**src/rtl/hbc_mcp_host.sv**
```systemverilog
// hbc_mcp_host
//
// Host-side sequencer for a byte-wide multiply coprocessor. A start request
// latches two 16-bit operands and writes them as four bytes to coprocessor
// addresses 0..3. It then waits out the multiply settle time and reads the
// 32-bit product back as four bytes from addresses 0..3. The raw bytes are
// presented on result with a one-cycle done pulse. This block performs no
// arithmetic of its own.
//
// Bus timing is set by the parameters below, in clk cycles:
//   SETUP_CYC  : address/data valid before a strobe falls (>= 1)
//   STROBE_CYC : strobe low time (>= 1)
//   HOLD_CYC   : address/data held after a strobe rises (>= 1)
//   SETTLE_CYC : idle gap between the last write and the first read (>= 0)
//
// Ports:
//   clk      in   system clock, rising edge
//   rst      in   synchronous active-high reset
//   start    in   request one multiply (sampled only when idle)
//   a_in     in   16-bit operand A
//   b_in     in   16-bit operand B
//   busy     out  high from the cycle after acceptance through the done cycle
//   done     out  one-cycle pulse, result valid
//   result   out  32-bit product bytes as read back
//   WRn      out  active-low write strobe
//   RDn      out  active-low read strobe
//   address  out  coprocessor byte address (bit 2 always 0)
//   data_o   out  write data
//   data_oe  out  shared-bus output enable, high only while writing
//   data_i   in   read data from the shared bus

module hbc_mcp_host #(
    parameter int SETUP_CYC  = 1,
    parameter int STROBE_CYC = 2,
    parameter int HOLD_CYC   = 1,
    parameter int SETTLE_CYC = 2
) (
    input  logic        clk,
    input  logic        rst,
    input  logic        start,
    input  logic [15:0] a_in,
    input  logic [15:0] b_in,
    output logic        busy,
    output logic        done,
    output logic [31:0] result,
    output logic        WRn,
    output logic        RDn,
    output logic [2:0]  address,
    output logic [7:0]  data_o,
    output logic        data_oe,
    input  logic [7:0]  data_i
);

    typedef enum logic [3:0] {
        IDLE,
        W_SETUP,
        W_STROBE,
        W_HOLD,
        SETTLE,
        R_SETUP,
        R_STROBE,
        R_HOLD,
        DONE
    } state_t;

    // Terminal values of the phase counter for each bus phase. The settle
    // terminal value wraps when SETTLE_CYC is 0, but the settle state is
    // never entered in that case.
    localparam logic [15:0] SETUP_LAST  = 16'(SETUP_CYC - 1);
    localparam logic [15:0] STROBE_LAST = 16'(STROBE_CYC - 1);
    localparam logic [15:0] HOLD_LAST   = 16'(HOLD_CYC - 1);
    localparam logic [15:0] SETTLE_LAST = 16'(SETTLE_CYC - 1);

    state_t      state;
    logic [1:0]  idx;
    logic [15:0] phase;
    logic [15:0] a_reg;
    logic [15:0] b_reg;
    logic [31:0] shadow;

    // Write byte order: A high, A low, B high, B low.
    function automatic logic [7:0] byte_sel(input logic [15:0] a,
                                            input logic [15:0] b,
                                            input logic [1:0]  i);
        case (i)
            2'd0:    return a[15:8];
            2'd1:    return a[7:0];
            2'd2:    return b[15:8];
            default: return b[7:0];
        endcase
    endfunction

    // The whole sequencer lives in this block. Every bus output is a
    // register, so strobes, address and data change only on clock edges and
    // never glitch. Each bus state counts its own length with the phase
    // counter and clears it on exit. Address and data are loaded on the edge
    // entering a setup phase and stay put until the next access begins.
    // Read bytes collect in a shadow register, so result only ever shows a
    // complete product, copied on the edge that enters DONE. Reset
    // immediately returns every strobe high and drops busy, so an aborted
    // transfer issues no further strobe and produces no done.
    always_ff @(posedge clk) begin
        if (rst) begin
            state   <= IDLE;
            idx     <= 2'd0;
            phase   <= 16'd0;
            a_reg   <= 16'd0;
            b_reg   <= 16'd0;
            shadow  <= 32'd0;
            WRn     <= 1'b1;
            RDn     <= 1'b1;
            data_oe <= 1'b0;
            address <= 3'd0;
            data_o  <= 8'd0;
            busy    <= 1'b0;
            done    <= 1'b0;
            result  <= 32'd0;
        end else begin
            case (state)
                IDLE: begin
                    if (start) begin
                        a_reg   <= a_in;
                        b_reg   <= b_in;
                        idx     <= 2'd0;
                        phase   <= 16'd0;
                        address <= 3'd0;
                        data_o  <= a_in[15:8];
                        data_oe <= 1'b1;
                        busy    <= 1'b1;
                        state   <= W_SETUP;
                    end
                end
                W_SETUP: begin
                    if (phase == SETUP_LAST) begin
                        phase <= 16'd0;
                        WRn   <= 1'b0;
                        state <= W_STROBE;
                    end else begin
                        phase <= phase + 16'd1;
                    end
                end
                W_STROBE: begin
                    if (phase == STROBE_LAST) begin
                        phase <= 16'd0;
                        WRn   <= 1'b1;
                        state <= W_HOLD;
                    end else begin
                        phase <= phase + 16'd1;
                    end
                end
                W_HOLD: begin
                    if (phase == HOLD_LAST) begin
                        phase <= 16'd0;
                        if (idx == 2'd3) begin
                            data_oe <= 1'b0;
                            if (SETTLE_CYC == 0) begin
                                idx     <= 2'd0;
                                address <= 3'd0;
                                state   <= R_SETUP;
                            end else begin
                                state <= SETTLE;
                            end
                        end else begin
                            idx     <= idx + 2'd1;
                            address <= {1'b0, idx + 2'd1};
                            data_o  <= byte_sel(a_reg, b_reg, idx + 2'd1);
                            state   <= W_SETUP;
                        end
                    end else begin
                        phase <= phase + 16'd1;
                    end
                end
                SETTLE: begin
                    if (phase == SETTLE_LAST) begin
                        phase   <= 16'd0;
                        idx     <= 2'd0;
                        address <= 3'd0;
                        state   <= R_SETUP;
                    end else begin
                        phase <= phase + 16'd1;
                    end
                end
                R_SETUP: begin
                    if (phase == SETUP_LAST) begin
                        phase <= 16'd0;
                        RDn   <= 1'b0;
                        state <= R_STROBE;
                    end else begin
                        phase <= phase + 16'd1;
                    end
                end
                R_STROBE: begin
                    if (phase == STROBE_LAST) begin
                        phase <= 16'd0;
                        RDn   <= 1'b1;
                        case (idx)
                            2'd0:    shadow[31:24] <= data_i;
                            2'd1:    shadow[23:16] <= data_i;
                            2'd2:    shadow[15:8]  <= data_i;
                            default: shadow[7:0]   <= data_i;
                        endcase
                        state <= R_HOLD;
                    end else begin
                        phase <= phase + 16'd1;
                    end
                end
                R_HOLD: begin
                    if (phase == HOLD_LAST) begin
                        phase <= 16'd0;
                        if (idx == 2'd3) begin
                            done   <= 1'b1;
                            result <= shadow;
                            state  <= DONE;
                        end else begin
                            idx     <= idx + 2'd1;
                            address <= {1'b0, idx + 2'd1};
                            state   <= R_SETUP;
                        end
                    end else begin
                        phase <= phase + 16'd1;
                    end
                end
                DONE: begin
                    done  <= 1'b0;
                    busy  <= 1'b0;
                    state <= IDLE;
                end
                default: begin
                    state <= IDLE;
                end
            endcase
        end
    end

endmodule

```
**config.mk**
```make
export PLATFORM = sky130hd
export DESIGN_NAME = hbc_mcp_host
export DESIGN_NICKNAME = d
export VERILOG_FILES = /design/src/rtl/hbc_mcp_host.sv
export SDC_FILE = /design/constraint.sdc
export NUM_CORES = 1
export LEC_CHECK = 0
export BUFFER_PORTS_ARGS = -buffer_cell sky130_fd_sc_hd__clkbuf_2
export CAP_MARGIN = 30
export CORE_MARGIN = 5
export CORE_UTILIZATION = 53
export CTS_BUF_LIST = sky130_fd_sc_hd__clkbuf_4 sky130_fd_sc_hd__clkbuf_8
export CTS_CLUSTER_DIAMETER = 60
export DETAILED_ROUTE_END_ITERATION = 8
export GPL_TIMING_DRIVEN = 0
export MAX_ROUTING_LAYER = met4
export PLACE_DENSITY = 0.86
export SLEW_MARGIN = 5
export SYNTH_ARGS = -nofsm -noshare
export SYNTH_HDL_FRONTEND = slang
export SYNTH_SLANG_ARGS = --single-unit
```
**constraint.sdc**
```tcl
create_clock -name clk -period 1.95 [get_ports clk]
set_input_delay 0.0975 -clock clk [delete_from_list [all_inputs] [get_ports clk]]
set_output_delay 0.0975 -clock clk [all_outputs]
set_load 0.005 [all_outputs]
```
After elaboration in Yosys (flattened, before gate mapping)
Cells that the tools add are included.
Widths: inputs -> output; s select.
{"block": "classes", "mux": 42, "n_eq_ne": 27, "bitwise": 1, "n_reduce_logical": 30, "add_sub_neg": 2}
{"op": "$mux 16", "n": 3}
{"op": "$pmux 16 s3", "n": 1}
{"op": "$mux 4", "n": 9}
{"op": "$pmux 4 s8", "n": 1}
{"op": "$mux 8", "n": 3}
{"op": "$ne 2x2->1 const B", "n": 12}
{"op": "$pmux 8 s3", "n": 1}
{"op": "$reduce_and 3->1", "n": 8}
{"op": "$add 16x1->16 const B", "n": 1}
{"op": "$eq 16x1->1 const B", "n": 1}
{"op": "$eq 4x3->1 const B", "n": 4}
{"op": "$logic_not 16->1", "n": 1}
{"op": "$pmux 8 s2", "n": 1}
{"op": "$mux 3", "n": 5}
{"op": "$pmux 1 s2", "n": 5}
{"op": "$reduce_bool 2->1", "n": 5}
{"op": "$pmux 3 s3", "n": 1}
{"op": "$eq 4x2->1 const B", "n": 2}
{"op": "$mux 2", "n": 4}
{"op": "$reduce_and 4->1", "n": 2}
{"op": "$reduce_and 8->1", "n": 1}
{"op": "$mux 1", "n": 7}
{"op": "$eq 2x2->1 const B", "n": 3}
{"op": "$pmux 2 s3", "n": 1}
{"op": "other kinds (14)", "n": 20}
{"block": "totals", "ff_bits": 134, "elab_cells": 119, "out_inout_bits": 48, "in_bits": 43}

Depth between registers and ports, before layout
{"block": "depth", "word_depth": 6, "mapped_depth": 9, "depth_no_buf": 7}

Least setup slack after synthesis
No wires, ideal clock.
{"block": "synth_path", "kind": "flip-flop to flip-flop", "start": "reg phase[0]", "end": "reg phase[11]", "synth_period_minus_slack_ns": 1.907, "setup_ns": 0.114, "arrival_time_ns": 1.792, "stages_incl_launch_ff": 9, "setup_slack_ns": 0.043, "path_buffers": 2, "required_ns": 1.836, "cell_sequence": "dfxtp_1 -> ha_1 -> nor3b_1 -> and4_1 -> buf_2 -> o2bb2ai_1 -> o31ai_2 -> buf_4 -> nor2_1"}
{"block": "synth_between", "elab_chain_len": 3, "elab_cells_between_ends": 6, "classes_between": "add/sub: 1; eq/ne: 1; mux: 3; reduce/logical: 1"}
{"element": "start, declared", "line": "76", "text": "logic [15:0] phase;"}
{"element": "start signal, assigned", "line": "139", "text": "phase <= phase + 16'd1;"}
{"element": "start signal, assigned", "line": "148", "text": "phase <= phase + 16'd1;"}
{"element": "start signal, assigned", "line": "170", "text": "phase <= phase + 16'd1;"}
{"element": "$add 16x1->16, or another cell as far along"}
{"element": "$mux 16, on equally long branches"}
{"element": "$pmux 16 s3 *", "line": "119", "text": "case (state)"}
Mark *: on every way between the ends. The rest lies on a longest branch, timed or not.
A chain may end at the register's enable or synchronous reset.

Worst setup path in the final report
{"block": "layout_path", "start": "reg phase[12]", "end": "reg result[29]"}
{"block": "layout_between", "elab_chain_len": 2}
{"element": "$logic_not 16->1", "line": "208", "text": "if (phase == HOLD_LAST) begin"}
{"element": "$reduce_and 3->1 (no line)"}
{"element": "end signal, assigned", "line": "212", "text": "result <= shadow;"}
{"element": "end, declared", "line": "45", "text": "output logic [31:0] result,"}
Every way passes these cells.

==> Flow_metrics.wiki <==
{| class="wikitable"
! Metric !! Value
|-
| Residual overflow from global routing || 0
|-
| Count of distinct cell types in the synthesized netlist || 49
|-
| All-Layer GR Usage || between 20% and 30%
|-
| CP max stage delay || approximately 0.36 ns
|-
| Die height || around 110 um
|-
| Util after Layout || 74.98%
|-
| Pin count of the biggest net entering global routing || 17
|-
| Power per unit of standard cell area || approximately 1000 nW/um^2
|-
| CP Class || flop to flop
|-
| M2 GR Usage || between 40 and 50%
|-
| Status || complete, but fails checks
|-
| Leading cell type in the layout, fill and taps excluded || sky130_fd_sc_hd__dfxtp_1
|-
| Synth warnings || 0
|-
| Cell Rows || 37
|-
| Effective utilization at floorplan || around 54%
|-
| Leak Pwr || around 0.0035 uW
|-
| Min setup slack post-route || -0.03459 ns
|-
| Final cell area excluding filler cells || 7671 sq um
|-
| Biggest regs || result x32, shadow x32
|-
| Number of iterations in the first detailed-routing pass || 7
|-
| Clock slew seen by the registers of the worst setup and hold paths || around 0.080 ns
|-
| TritonCTS Buffers || 17
|-
| Unrepaired setup endpoints after global routing || yes
|-
| Slew at the pin with the worst max-slew slack || roughly 0.78 ns
|-
| Post-placement cell area || slightly above 6000 sq um
|-
| Number of cells traversed by the worst hold path || 3
|-
| WP data arrival || 2.36 ns
|-
| Routed wire length per instance || 18.81 um
|-
| Worst slew slack as a fraction of its limit || roughly half
|-
| DP Wirelength || between 10,000 and 15,000 um
|-
| Min-delay worst type || input port to flop
|-
| GR Util met3 || between 5 and 6%
|-
| Detailed-route DRC error count || 0
|-
| Async set or reset register ratio after synthesis || 0%
|-
| Skew final || between 0.015 and 0.02 ns
|-
| WHS || approximately 0.012 ns
|-
| Accumulated negative setup slack || -0.4181 ns
|-
| Number of antenna violations at the first check in global routing || 0
|-
| Fraction of final layout cells sized beyond drive strength 1 || 34.00%
|-
| Number of inserted diodes || 0
|-
| Slowest cell on the critical path || sky130_fd_sc_hd__dfxtp_4
|-
| Syn Inst Count || between 600 and 700
|-
| Depth of the worst register-to-register path || 8
|-
| Highest net fanout along the worst path || 8
|-
| Most used routing layer || met2
|-
| Die Outline Area || 12,510 sq um
|-
| Number of setup violations in the final report || 21
|-
| Part of the Yosys area used for sequential elements || between 40% and 50%
|-
| Syn Std Cell Area || ~5500 sq um
|-
| Maximum vdd ir drop || ~0.71 mV
|-
| Vias in the first global route || 5,379
|-
| Area growth, synth to finish || 39.50%
|-
| Crit path required time || about 2.3 ns
|-
| Vias per cell || 5.880
|-
| Final hold violation count || 0
|-
| First-pass GRT wire length || 25,750 um
|-
| Layout Nets || 846
|-
| Portion of the clock cycle consumed by the worst path in the final layout || 101.8%
|-
| Post-synthesis sequential element count || approximately 130
|-
| Most frequently used flop master after synthesis || sky130_fd_sc_hd__dfxtp_1
|-
| Startpoint type of the worst setup path || flop
|-
| Remaining antenna violation count || 0
|-
| Post-synth EDFFs || 0
|-
| Mean Syn Cell Area || between 8 and 9 sq um
|-
| Clk buf depth || 2
|-
| Horizontal die dimension || about 110 um
|-
| Via Count || 5,539
|-
| Crit path capture type || flop
|-
| Total of max-cap violations || 0
|-
| Root buffer cell || sky130_fd_sc_hd__clkbuf_8
|-
| CTS tree || built
|-
| Num ports || 91
|-
| Clock network latency to the later pin of the worst-skew pair || roughly 0.45 ns
|-
| Final Wtd Congestion || about 0.89
|-
| Shortest clock period the worst path allows after layout || around 2 ns
|-
| Placed instance count || 860
|-
| Achievable Freq || 0.5039 GHz
|-
| Drt first-iter violations || roughly 460
|-
| Cells along the critical path || nor4_4 > nand4_2 > buf_6 > nor3_4 > buf_6 > clkbuf_16 > nand2_4 > a21oi_2
|-
| Number of port buffers || a little under 90
|-
| Non-filler cells in the finished layout || ~940
|-
| Final Slew Violations || 0
|-
| Final wirelength || 17,720 um
|-
| H-tree depth reported by CTS || 4
|-
| Clock Sinks || between 100 and 150
|-
| Post-Synthesis Net Count || just under 700
|-
| Top cell by count, worst path || sky130_fd_sc_hd__buf_6
|-
| Failing checks || negative setup slack
|-
| Routing usage on met1 || about 30%
|-
| Top library cells by usage in the layout, fill and taps aside || 123 x sky130_fd_sc_hd__dfxtp_1, 118 x sky130_fd_sc_hd__nand2_1, 95 x sky130_fd_sc_hd__clkbuf_2
|-
| Area inside the core boundary || 10,230 sq um
|}
## path summary, 6_finish.rpt
kind | startpoint | endpoint | slack, ns
worst max register to register | phase[12] | result[29] | -0.03
worst min register to register | b_reg[7] | b_reg[7] | 0.46
worst min-delay path | data_i[0] | shadow[24] | 0.01
worst max-delay path | phase[12] | result[29] | -0.03
## cells in the mapped netlist, types with 5 or more instances
master | count | area (sq um)
sky130_fd_sc_hd__nand2_1 | 147 | 551.8
sky130_fd_sc_hd__dfxtp_1 | 131 | 2623
sky130_fd_sc_hd__a21oi_1 | 80 | 400.4
sky130_fd_sc_hd__nor2_1 | 53 | 198.9
sky130_fd_sc_hd__mux2i_1 | 40 | 400.4
sky130_fd_sc_hd__clkbuf_1 | 33 | 123.9
sky130_fd_sc_hd__o21ai_0 | 15 | 75.07
sky130_fd_sc_hd__nand3_1 | 11 | 55.05
sky130_fd_sc_hd__ha_1 | 10 | 125.1
sky130_fd_sc_hd__xor2_1 | 10 | 87.58
sky130_fd_sc_hd__a311oi_1 | 9 | 78.83
sky130_fd_sc_hd__a222oi_1 | 8 | 80.08
sky130_fd_sc_hd__buf_2 | 8 | 40.04
sky130_fd_sc_hd__inv_1 | 6 | 22.52
sky130_fd_sc_hd__nand2b_1 | 5 | 31.28
sky130_fd_sc_hd__nand4_1 | 5 | 31.28
sky130_fd_sc_hd__nand4_2 | 5 | 62.56
sky130_fd_sc_hd__nor3_1 | 5 | 25.02
## per-layer routing
metal / part of all wire [%] / vias up
li1: - / 2507
met1: 39 / 2675
met2: 51 / 287
met3: 6.3 / 70
met4: 3.9 / 0
met5: 0 / -
## timing repair
action / CTS / global route
pin swaps: 5 / 71
hold buffers: 38 / 0
hold endpoints to repair: 51 / 0
cloned: 1 / 4
gates resized for setup: 42 / 129
endpoints found under the setup margin: 115 / 115
buffers inserted: 4 / 8
## layout make-up
type / count / area [sq um]
Buffer: 41 / 256.5
Clock buffer: 21 / 270.3
Multi-Input combinational cell: 453 / 3138
Timing Repair Buffer: 143 / 1025
Inverter: 6 / 22.52
Tap cell: 136 / 170.2
Fill cell: 644 / 2560
Clock inverter: 11 / 151.4
Sequential cell: 131 / 2638
## per-stage QoR
step                power (uW)  worst slack [ns]
global route              8375           -0.1372
detailed placement        4959           -0.3399
global placement          4874           -0.2623
CTS                       7634         0.0002736
finish                    8038          -0.03459
floorplan                 4418           0.04336
## kinds of logic after synthesis
logic type / count (synthesis) / share of synthesized area, %
and+or+nand+nor: 258 / 21.71
DFF: 131 / 47.69
other: 1 / 0.06819
xor gates and xnor gates: 10 / 1.593
AOI/OAI and AO/OA: 133 / 14.97
muxes: 41 / 7.486
adders and majority gates: 10 / 2.275
buffers and inverters: 52 / 4.209
## where the power goes
part | leakage, uW | switching [uW] | internal [uW]
Combinational | 0.00219 | 1360 | 1070
Clock | 0.000215 | 1140 | 1350
Sequential | 0.00107 | 176 | 2950
## critical path, delay by kind of cell (launching register included)
family	cells	cell delay, ns
buffers and inverters	3	0.60
AOI/OAI and AO/OA	1	0.14
and+or+nand+nor	4	0.81
DFF	1	0.36
Note: power is estimated with default switching activity, not from simulation.
